<file path="config.mk">
export PLATFORM = sky130hd
export DESIGN_NAME = hacd_csr_responder
export DESIGN_NICKNAME = d
export VERILOG_FILES = /design/src/rtl/hacd_csr_responder.sv
export SDC_FILE = /design/constraint.sdc
export NUM_CORES = 1
export LEC_CHECK = 0
export CAP_MARGIN = 20
export CORE_ASPECT_RATIO = 2
export CORE_MARGIN = 2
export CORE_UTILIZATION = 50
export DETAILED_ROUTE_END_ITERATION = 6
export HOLD_SLACK_MARGIN = 0.08
export PLACE_DENSITY = 0.8
export SYNTH_ARGS = -nofsm -noshare
export SYNTH_HDL_FRONTEND = slang
export SYNTH_SLANG_ARGS = --single-unit
</file>
<file path="constraint.sdc">
create_clock -name cfg_clk_i -period 3.1 [get_ports cfg_clk_i]
set_clock_uncertainty 0.05 [all_clocks]
set_input_delay 0.93 -clock cfg_clk_i [delete_from_list [all_inputs] [get_ports cfg_clk_i]]
set_output_delay 0.93 -clock cfg_clk_i [all_outputs]
set_load 0.03 [all_outputs]
</file>
<file path="src/rtl/hacd_csr_responder.sv">
// HACD configuration CSR responder (register-interface slave end).
// Holds control/status/interrupt/scratch CSRs and an atomically committed
// 64-bit base address; drives a registered interrupt.
// Optional build macro: HACD_CSR_ERR_EN (unmapped-access error reporting
// plus sticky ERR bit in IRQ_STATUS[31]).
module hacd_csr_responder #(
  parameter int unsigned NUM_EVT    = 4,
  parameter int unsigned ACCESS_LAT = 1,
  parameter int unsigned ADDR_DEC_W = 8
) (
  input  logic               cfg_clk_i,
  input  logic               cfg_rst_i,
  input  logic               req_valid_i,
  input  logic               req_write_i,
  input  logic [31:0]        req_addr_i,
  input  logic [31:0]        req_wdata_i,
  input  logic [3:0]         req_wstrb_i,
  output logic               resp_ready_o,
  output logic [31:0]        resp_rdata_o,
  output logic               resp_error_o,
  input  logic [31:0]        hw_status_i,
  input  logic [NUM_EVT-1:0] hw_evt_i,
  output logic [31:0]        ctrl_o,
  output logic [63:0]        base_addr_o,
  output logic               irq_o
);

  localparam logic [31:0] VERSION  = 32'h4841_0001;
  // Shift by 32 wraps to 0, so the subtraction yields all-ones at full width.
  localparam logic [31:0] DEC_MASK = (32'd1 << ADDR_DEC_W) - 32'd1;
  localparam logic [31:0] EVT_MASK = (32'd1 << NUM_EVT) - 32'd1;
  localparam logic        LAT_EN   = (ACCESS_LAT != 0);
  localparam logic [2:0]  LAT_INIT = (ACCESS_LAT == 0) ? 3'd0 : 3'(ACCESS_LAT - 1);

`ifdef HACD_CSR_ERR_EN
  localparam logic [31:0] STAT_MASK = EVT_MASK | 32'h8000_0000;
  localparam logic [31:0] ERR_RDATA = 32'hDEAD_BEEF;
`else
  localparam logic [31:0] STAT_MASK = EVT_MASK;
  localparam logic [31:0] ERR_RDATA = 32'h0000_0000;
`endif

  typedef enum logic {
    S_IDLE,
    S_RECOVER
  } state_t;

  state_t      state;
  logic [2:0]  cnt;
  logic        ready_q;

  logic [31:0] ctrl_q;
  logic [31:0] irq_status_q;
  logic [31:0] irq_en_q;
  logic [31:0] scratch_q;
  logic [31:0] lo_shadow_q;
  logic [31:0] hi_snap_q;
  logic [63:0] base_q;
  logic        irq_q;

  logic        accept;
  logic [31:0] dec_addr;
  logic [2:0]  word;
  logic        unmapped;
  logic        wr_en;
  logic        rd_en;
  logic [31:0] bmask;
  logic [31:0] rd_mux;
  logic [31:0] irq_status_nxt;
  logic        unused_bits;

  assign accept      = req_valid_i & resp_ready_o;
  assign dec_addr    = req_addr_i & DEC_MASK;
  assign word        = dec_addr[4:2];
  assign unmapped    = |dec_addr[31:5];
  assign wr_en       = accept & req_write_i & ~unmapped;
  assign rd_en       = accept & ~req_write_i & ~unmapped;
  assign bmask       = {{8{req_wstrb_i[3]}}, {8{req_wstrb_i[2]}},
                        {8{req_wstrb_i[1]}}, {8{req_wstrb_i[0]}}};
  assign unused_bits = &{1'b0, dec_addr[1:0]};

  function automatic logic [31:0] merge(input logic [31:0] old_v,
                                        input logic [31:0] new_v,
                                        input logic [31:0] m);
    return (old_v & ~m) | (new_v & m);
  endfunction

  // Read data mux over the mapped word offsets.
  always_comb begin
    rd_mux = '0;
    case (word)
      3'd0: rd_mux = ctrl_q;
      3'd1: rd_mux = hw_status_i;
      3'd2: rd_mux = irq_status_q;
      3'd3: rd_mux = irq_en_q;
      3'd4: rd_mux = scratch_q;
      3'd5: rd_mux = base_q[31:0];
      3'd6: rd_mux = hi_snap_q;
      3'd7: rd_mux = VERSION;
      default: rd_mux = '0;
    endcase
  end

  // Response data/error are combinational in the accept cycle only.
  always_comb begin
    resp_rdata_o = '0;
    resp_error_o = 1'b0;
    if (accept && !req_write_i)
      resp_rdata_o = unmapped ? ERR_RDATA : rd_mux;
`ifdef HACD_CSR_ERR_EN
    resp_error_o = accept & unmapped;
`endif
  end

  // Interrupt status next state: new events win over a same-cycle W1C.
  always_comb begin
    logic [31:0] clr;
    logic [31:0] set;
    clr = '0;
    set = 32'(hw_evt_i);
    if (wr_en && word == 3'd2)
      clr = req_wdata_i & bmask;
`ifdef HACD_CSR_ERR_EN
    set[31] = accept & unmapped;
`endif
    irq_status_nxt = ((irq_status_q & ~clr) | set) & STAT_MASK;
  end

  // Ready FSM: hold ready low for ACCESS_LAT cycles after each accept.
  always_ff @(posedge cfg_clk_i) begin
    if (cfg_rst_i) begin
      state   <= S_IDLE;
      cnt     <= '0;
      ready_q <= 1'b1;
    end else begin
      case (state)
        S_IDLE: begin
          if (accept && LAT_EN) begin
            state   <= S_RECOVER;
            cnt     <= LAT_INIT;
            ready_q <= 1'b0;
          end
        end
        S_RECOVER: begin
          if (cnt == '0) begin
            state   <= S_IDLE;
            ready_q <= 1'b1;
          end else begin
            cnt <= cnt - 3'd1;
          end
        end
        default: begin
          state   <= S_IDLE;
          ready_q <= 1'b1;
        end
      endcase
    end
  end

  // CSR storage, base-address commit, read snapshot and interrupt register.
  always_ff @(posedge cfg_clk_i) begin
    if (cfg_rst_i) begin
      ctrl_q       <= '0;
      irq_status_q <= '0;
      irq_en_q     <= '0;
      scratch_q    <= '0;
      lo_shadow_q  <= '0;
      hi_snap_q    <= '0;
      base_q       <= '0;
      irq_q        <= 1'b0;
    end else begin
      if (wr_en) begin
        case (word)
          3'd0: ctrl_q      <= merge(ctrl_q, req_wdata_i, bmask);
          3'd3: irq_en_q    <= merge(irq_en_q, req_wdata_i, bmask);
          3'd4: scratch_q   <= merge(scratch_q, req_wdata_i, bmask);
          3'd5: lo_shadow_q <= merge(lo_shadow_q, req_wdata_i, bmask);
          3'd6: base_q      <= {merge(base_q[63:32], req_wdata_i, bmask), lo_shadow_q};
          default: ;
        endcase
      end
      if (rd_en && word == 3'd5)
        hi_snap_q <= base_q[63:32];
      irq_status_q <= irq_status_nxt;
      irq_q        <= |(irq_status_q & irq_en_q);
    end
  end

  assign resp_ready_o = ready_q;
  assign ctrl_o       = ctrl_q;
  assign base_addr_o  = base_q;
  assign irq_o        = irq_q;

endmodule
</file>
==> reports/metrics.cfg, run 1 <==
[cts]
cts.sinks=234
cts_tree=built
cts_root_buf=clkbuf_16
htree_levels=1
clockBufferDepth=3
cts-buffers-inserted=21
clkTransAtPathRegs_ns=0.06
clock_latency_ns=0.50
ctsHoldBuffers=0

[finish]
register_area_mm2=0.004684
multi_input_comb_area_mm2=0.005587
fin_nets=1536
area_delta_synth_final_pct=43.56
utilization_pct=72.89
final_cell_area_mm2=0.01485
drive_gt1_share_pct=20.21
fillCellCount=1441

[drt]
drt_iter0_markers=615
wl_per_cell_um=21.44
ant_nets=0
wl_um=36610
vias=10090
vias_per_cell=5.909
drtPass1Iterations=5
drcViolationCount=0

[timing]
post-route-period-util_pct=105.8
setup_tns_ns=-2.392
fin_ws_ns=-0.1801
tightest_slew_ns=0.6001
fmax_mhz=304.9
setup_violations=31
rsz0062_at_grt=yes
hold_violations=0
period_needed_ns=3.280
relSlewSlack_pct=59.99
slew_violations=0

[grt]
grt_start_max_net_pins=73
grt_pass1_wl_um=53000
grt_pass1_vias=9779
grt_use_met2_pct=55.11
grt.busiest_layer=met2
grt_remaining_overflow=0
grt_use_total_pct=30.85
met1_usage_pct=33.51
use_met3_pct=3.328
antenna_found_initial=1

[die]
core_area_mm2=0.02037
die-area_mm2=0.02192
die_x_um=105.7
die-height_um=207.4
ios=239
num_rows=74
initial_core_util_pct=50.77

[critical_path]
crit_path_start_kind=input port
critical_path_class=input port to output port
path_cells=buf_6 -> and3b_2 -> and3b_2 -> buf_6 -> o21ai_4 -> a211oi_4 -> buf_6
slowest_stage=a211oi_4
worst_path_largest_cell_delay_ns=0.34
cp_max_fo=4
cpMostUsedCell=buf_6
path_buf_inv=3
reg2reg_depth=5
critPathRequiredTime_ns=2.12
reg2reg_slack_ns=1.13
end_kind=output port
path_delay_family=simple AND/OR/NAND/NOR gates
arrival_ns=2.30
r2r_start=resp_ready_o

[min_path]
hold_end=hi_snap_q[5]
worstHoldPathCells=2
hp-class=register to register
min-delay-start=hi_snap_q[5]

[place]
io_buffers=211
placed_area_mm2=0.01310
place_congestion=0.8864
hpwl_um=23350

[logic_synthesis]
synth_cells=1171
mappedNetlistArea_mm2=0.01034
ys_types=51
synth_nets=1281
synth_top_area_cell=dfxtp_1
synth_top_cell_area_share_pct=45.29
async_reset_ff_share_pct=0
avgSynthCellArea_um2=8.832
synth_edf_count=0
synth-seq-cells=234
synth_ff_type=dfxtp_1
yosys-top-cells-area=dfxtp_1 (45%), mux2i_1 (15%), nand2_1 (8.5%), a21oi_1 (6.3%), nor2_1 (4.9%)
seq_area_frac_synth_pct=45.29
ys_warn_count=0

[run_status]
status=finished with violations
violations=setup timing

[power_and_ir_drop]
power_leakage_nw=6.157
ir_drop_uv=500.7
powerDensity_mw_per_mm2=446.6
total_power_w=0.006631

[job]
cap_viol_max_count=0

-- worst min-delay path, cell delays in order, from the launching register on --
cell and delay (ns):
dfxtp_1 0.31, nand2_1 0.05, a21oi_1 0.05
-- Yosys cell counts (5+ instances only) --
library cell / number
clkbuf_1: 35
buf_6: 9
and3_1: 8
nor2_1: 136
nand2_1: 233
inv_1: 9
a21oi_1: 130
nand3_1: 7
mux2_2: 12
buf_2: 30
o21ai_0: 18
o22ai_1: 26
nand3_2: 9
dfxtp_1: 234
buf_4: 16
a221oi_1: 9
a22oi_1: 6
and3b_1: 5
o221a_2: 19
a211oi_1: 7
mux2i_1: 159
-- area by class of cell --
type                    instances  share of cell area [%]
flip-flops and latches        234                   31.55
well taps                     266                   2.242
clock buffers                  29                   4.213
multi-input cells             836                   37.63
repair buffers                324                   22.92
diodes                          1                 0.01685
clock inverters                 8                   1.205
inverters                       9                  0.2275
-- cell usage in the layout, fill, tap and decap left out, types with 4 or more instances in the layout --
master and count:
dfxtp_1 234, nand2_1 232, clkdlybuf4s50_1 168, mux2i_1 155, nor2_1 132, a21oi_1 127, buf_4 81, buf_6 36
clkbuf_16 23, buf_12 21, o22ai_1 19, o221a_4 19, mux2_2 11, nand3_2 9, inv_1 8, o21ai_4 7
a221oi_1 7, nand3_1 7, and3_1 7, clkbuf_8 7, o21ai_0 6, a211oi_2 6, a22oi_1 6, o22ai_2 6
buf_8 6, bufinv_16 5, and4bb_2 4, nand3_4 4, o21bai_1 4, a31oi_1 4, o21ai_1 4
-- through the flow --
stage	cells	setup slack (ns)	hold WS, ns
3_5_place_dp	1640	-0.6480	0.3939
4_1_cts	1694	-0.1356	0.4030
3_3_place_gp	1640	-0.5575	0.3882
2_1_floorplan	1171	-0.04184	0.3787
5_1_grt	1707	-0.2226	0.4228
6_report	1707	-0.1801	0.4033
-- repair_timing --
| action | 4_1_cts | 5_1_grt |
|---|---|---|
| gates resized for setup | 122 | 38 |
| gates cloned | 5 | 2 |
| pin swaps | 10 | 8 |
| setup endpoints to repair | 32 | 31 |
| setup buffers | 12 | 12 |
-- power by group --
group / internal (W) / leakage, nW / switching (W)
sequential: 0.00301 / 1.89 / 0.00000793
clock: 0.00183 / 0.392 / 0.00117
combinational: 0.000284 / 3.88 / 0.000327
total: 0.00513 / 6.16 / 0.00150
-- cell families (layout without fill, tap and decap cells) --
kind of cell / Yosys count / after routing / share of synthesized area (%)
xor+xnor: 1 / 1 / 0.08470
buf+inv: 101 / 370 / 5.432
other cells: 1 / 2 / 0.03626
simple gates: 428 / 428 / 18.24
flops: 234 / 234 / 45.29
fa+ha+maj: 2 / 2 / 0.2419
compound gates: 232 / 232 / 13.76
mux: 172 / 172 / 16.91
-- worst max-delay path by stage --
stage	from	end	slack, ns	depth (start not counted)
floorplan	req_addr_i[6]	resp_rdata_o[6]	-0.04	6
global placement	req_addr_i[4]	resp_rdata_o[0]	-0.56	7
detailed placement	req_addr_i[4]	resp_rdata_o[13]	-0.65	7
CTS	req_addr_i[6]	resp_rdata_o[13]	-0.14	7
global route	req_addr_i[6]	resp_rdata_o[13]	-0.22	7
finish	req_addr_i[6]	resp_rdata_o[13]	-0.18	7
-- layer usage --
| metal | share of wire [%] | up-vias |
|---|---|---|
| met2 | 51 | 503 |
| met1 | 35 | 4859 |
| met3 | 6.0 | 172 |
| li1 | - | 4553 |
| met5 | 0 | - |
| met4 | 7.8 | 0 |
Power figures use the tool's default switching activity.
==> run 2: changes to the inputs <==
Settings changed: REMOVE_ABC_BUFFERS from default to 1.
==> run 2 against run 1 <==
  * Worst hold slack worse by 0.0025 ns
  * The flow still finishes with violations (setup timing)
  * Cell count up 0.12%
  * Highest routed layer unchanged
  * Critical endpoint is now resp_rdata_o[7]
  * Sequential power hardly changed
==> reports/metrics.cfg, run 2 (same netlist as run 1, synthesis figures left out) <==
[die]
die-height_um=207.4  ; unchanged
die_x_um=105.7  ; unchanged
core_area_mm2=0.02037  ; unchanged
num_rows=74  ; unchanged
initial_core_util_pct=50.77  ; unchanged
ios=239  ; unchanged
die-area_mm2=0.02192  ; unchanged

[timing]
setup_violations=32  ; was 31
rsz0062_at_grt=yes  ; unchanged
whs_ns=0.4007  ; was 0.4033 ns
hold_violations=0  ; unchanged
slew_violations=0  ; unchanged
post-route-period-util_pct=106.3  ; was 105.8%
fmax_mhz=303.5  ; was 304.9 MHz
fin_ws_ns=-0.1950  ; was -0.1801 ns
period_needed_ns=3.295  ; was 3.280 ns

[critical_path]
cp_max_fo=6  ; was 4
reg2reg_depth=5  ; unchanged
critical_path_class=input port to output port  ; unchanged
critPathRequiredTime_ns=2.12  ; about the same
arrival_ns=2.31  ; was 2.30 ns
end_kind=output port  ; unchanged
crit_path_start_kind=input port  ; unchanged

[job]
cap_viol_max_count=0  ; unchanged

[cts]
cts-buffers-inserted=21  ; unchanged
ctsHoldBuffers=0  ; unchanged
clkTransAtPathRegs_ns=0.06  ; about the same
htree_levels=1  ; unchanged
cts_tree=built  ; unchanged
cts.sinks=234  ; unchanged
clockBufferDepth=3  ; unchanged
clock_latency_ns=0.50  ; about the same
cts_root_buf=clkbuf_16  ; unchanged

[grt]
grt_pass1_vias=10270  ; was 9779
grt_start_max_net_pins=97  ; was 73
antenna_found_initial=0  ; was 1
grt_pass1_wl_um=54180  ; was 53000 um
grt_remaining_overflow=0  ; unchanged
grt_use_total_pct=31.42  ; was 30.85%

[drt]
drtPass1Iterations=5  ; unchanged
wl_um=36610  ; about the same
wl_per_cell_um=21.42  ; was 21.44 um
drcViolationCount=0  ; unchanged
ant_nets=0  ; unchanged
vias_per_cell=5.891  ; was 5.909
vias=10070  ; was 10.09k
drt_iter0_markers=716  ; was 615

[place]
hpwl_um=23060  ; was 23350 um
pre_cts_slack_ns=-0.5457  ; was -0.6480 ns
placed_area_mm2=0.01312  ; was 0.01310 mm^2
place_congestion=0.8494  ; was 0.8864
io_buffers=211  ; unchanged

[min_path]
worstHoldPathCells=2  ; unchanged
hp-class=register to register  ; unchanged

[power_and_ir_drop]
ir_drop_uv=431.7  ; was 500.7 uV
powerDensity_mw_per_mm2=422.9  ; was 446.6 mW/mm^2
power_leakage_nw=6.206  ; was 6.157 nW
total_power_w=0.006312  ; was 0.006631 W

[finish]
final_cell_area_mm2=0.01492  ; was 0.01485 mm^2
area_delta_synth_final_pct=44.30  ; was 43.56%
fin_nets=1541  ; was 1536
final_cell_mix=dfxtp_1 (234), nand2_1 (232), clkdlybuf4s50_1 (168)  ; unchanged
final_common_cell=dfxtp_1  ; unchanged
utilization_pct=73.27  ; was 72.89%
drive_gt1_share_pct=20.65  ; was 20.21%
diodes=0  ; was 1

[run_status]
violations=setup timing  ; unchanged
status=finished with violations  ; unchanged

-- run 2: worst max-delay path, stage by stage --
cell	delay, ns
buf_12	0.12
buf_16	0.12
or3_4	0.40
buf_8	0.16
buf_12	0.15
o221a_4	0.29
buf_12	0.14
-- run 2: layout make-up --
cell class              instances  area [um^2]
multi-input cells             836         5593
inverters                       9        33.78
clock buffers                  30        599.3
fillers                      1395         5445
repair buffers                329         3598
well taps                     266        332.8
clock inverters                 5        82.58
flip-flops and latches        234         4684
-- run 2: per-stage QoR --
| stage | TNS (ns) | instances |
|---|---|---|
| 4_1_cts | -3.970 | 1698 |
| 2_1_floorplan | -43.91 | 1079 |
| 6_report | -4.416 | 1709 |
| 5_1_grt | -4.766 | 1709 |
| 3_3_place_gp | -15.42 | 1641 |
| 3_5_place_dp | -15.99 | 1641 |
-- run 2: path summary, 6_finish.rpt --
path | to | slack [ns] | start
min | hi_snap_q[28] | 0.40 | hi_snap_q[28]
max | resp_rdata_o[7] | -0.19 | req_addr_i[2]
max reg2reg | register | 1.19 | resp_ready_o
min reg2reg | hi_snap_q[28] | 0.40 | hi_snap_q[28]
-- run 2: repair_timing --
item | in CTS | in global routing
resized for setup | 145 | 44
cloned | 6 | 2
endpoints found under the setup margin | 32 | 32
pin swaps | 21 | 12
buffers inserted | 16 | 10
-- run 2: report_power, final --
part	switching, W	total, W	internal, W
Clock	0.00114	0.00265	0.00151
Sequential	0.00000842	0.00302	0.00301
Combinational	0.000336	0.000644	0.000309
Total	0.00148	0.00631	0.00483
-- run 2: per-layer routing --
| layer | track usage [%] | wire, um |
|---|---|---|
| met1 | 33.14 | 12530 |
| met2 | 55.55 | 18370 |
| met3 | 3.799 | 2501 |
| met4 | 24.36 | 3206 |
| met5 | 0 | 0 |
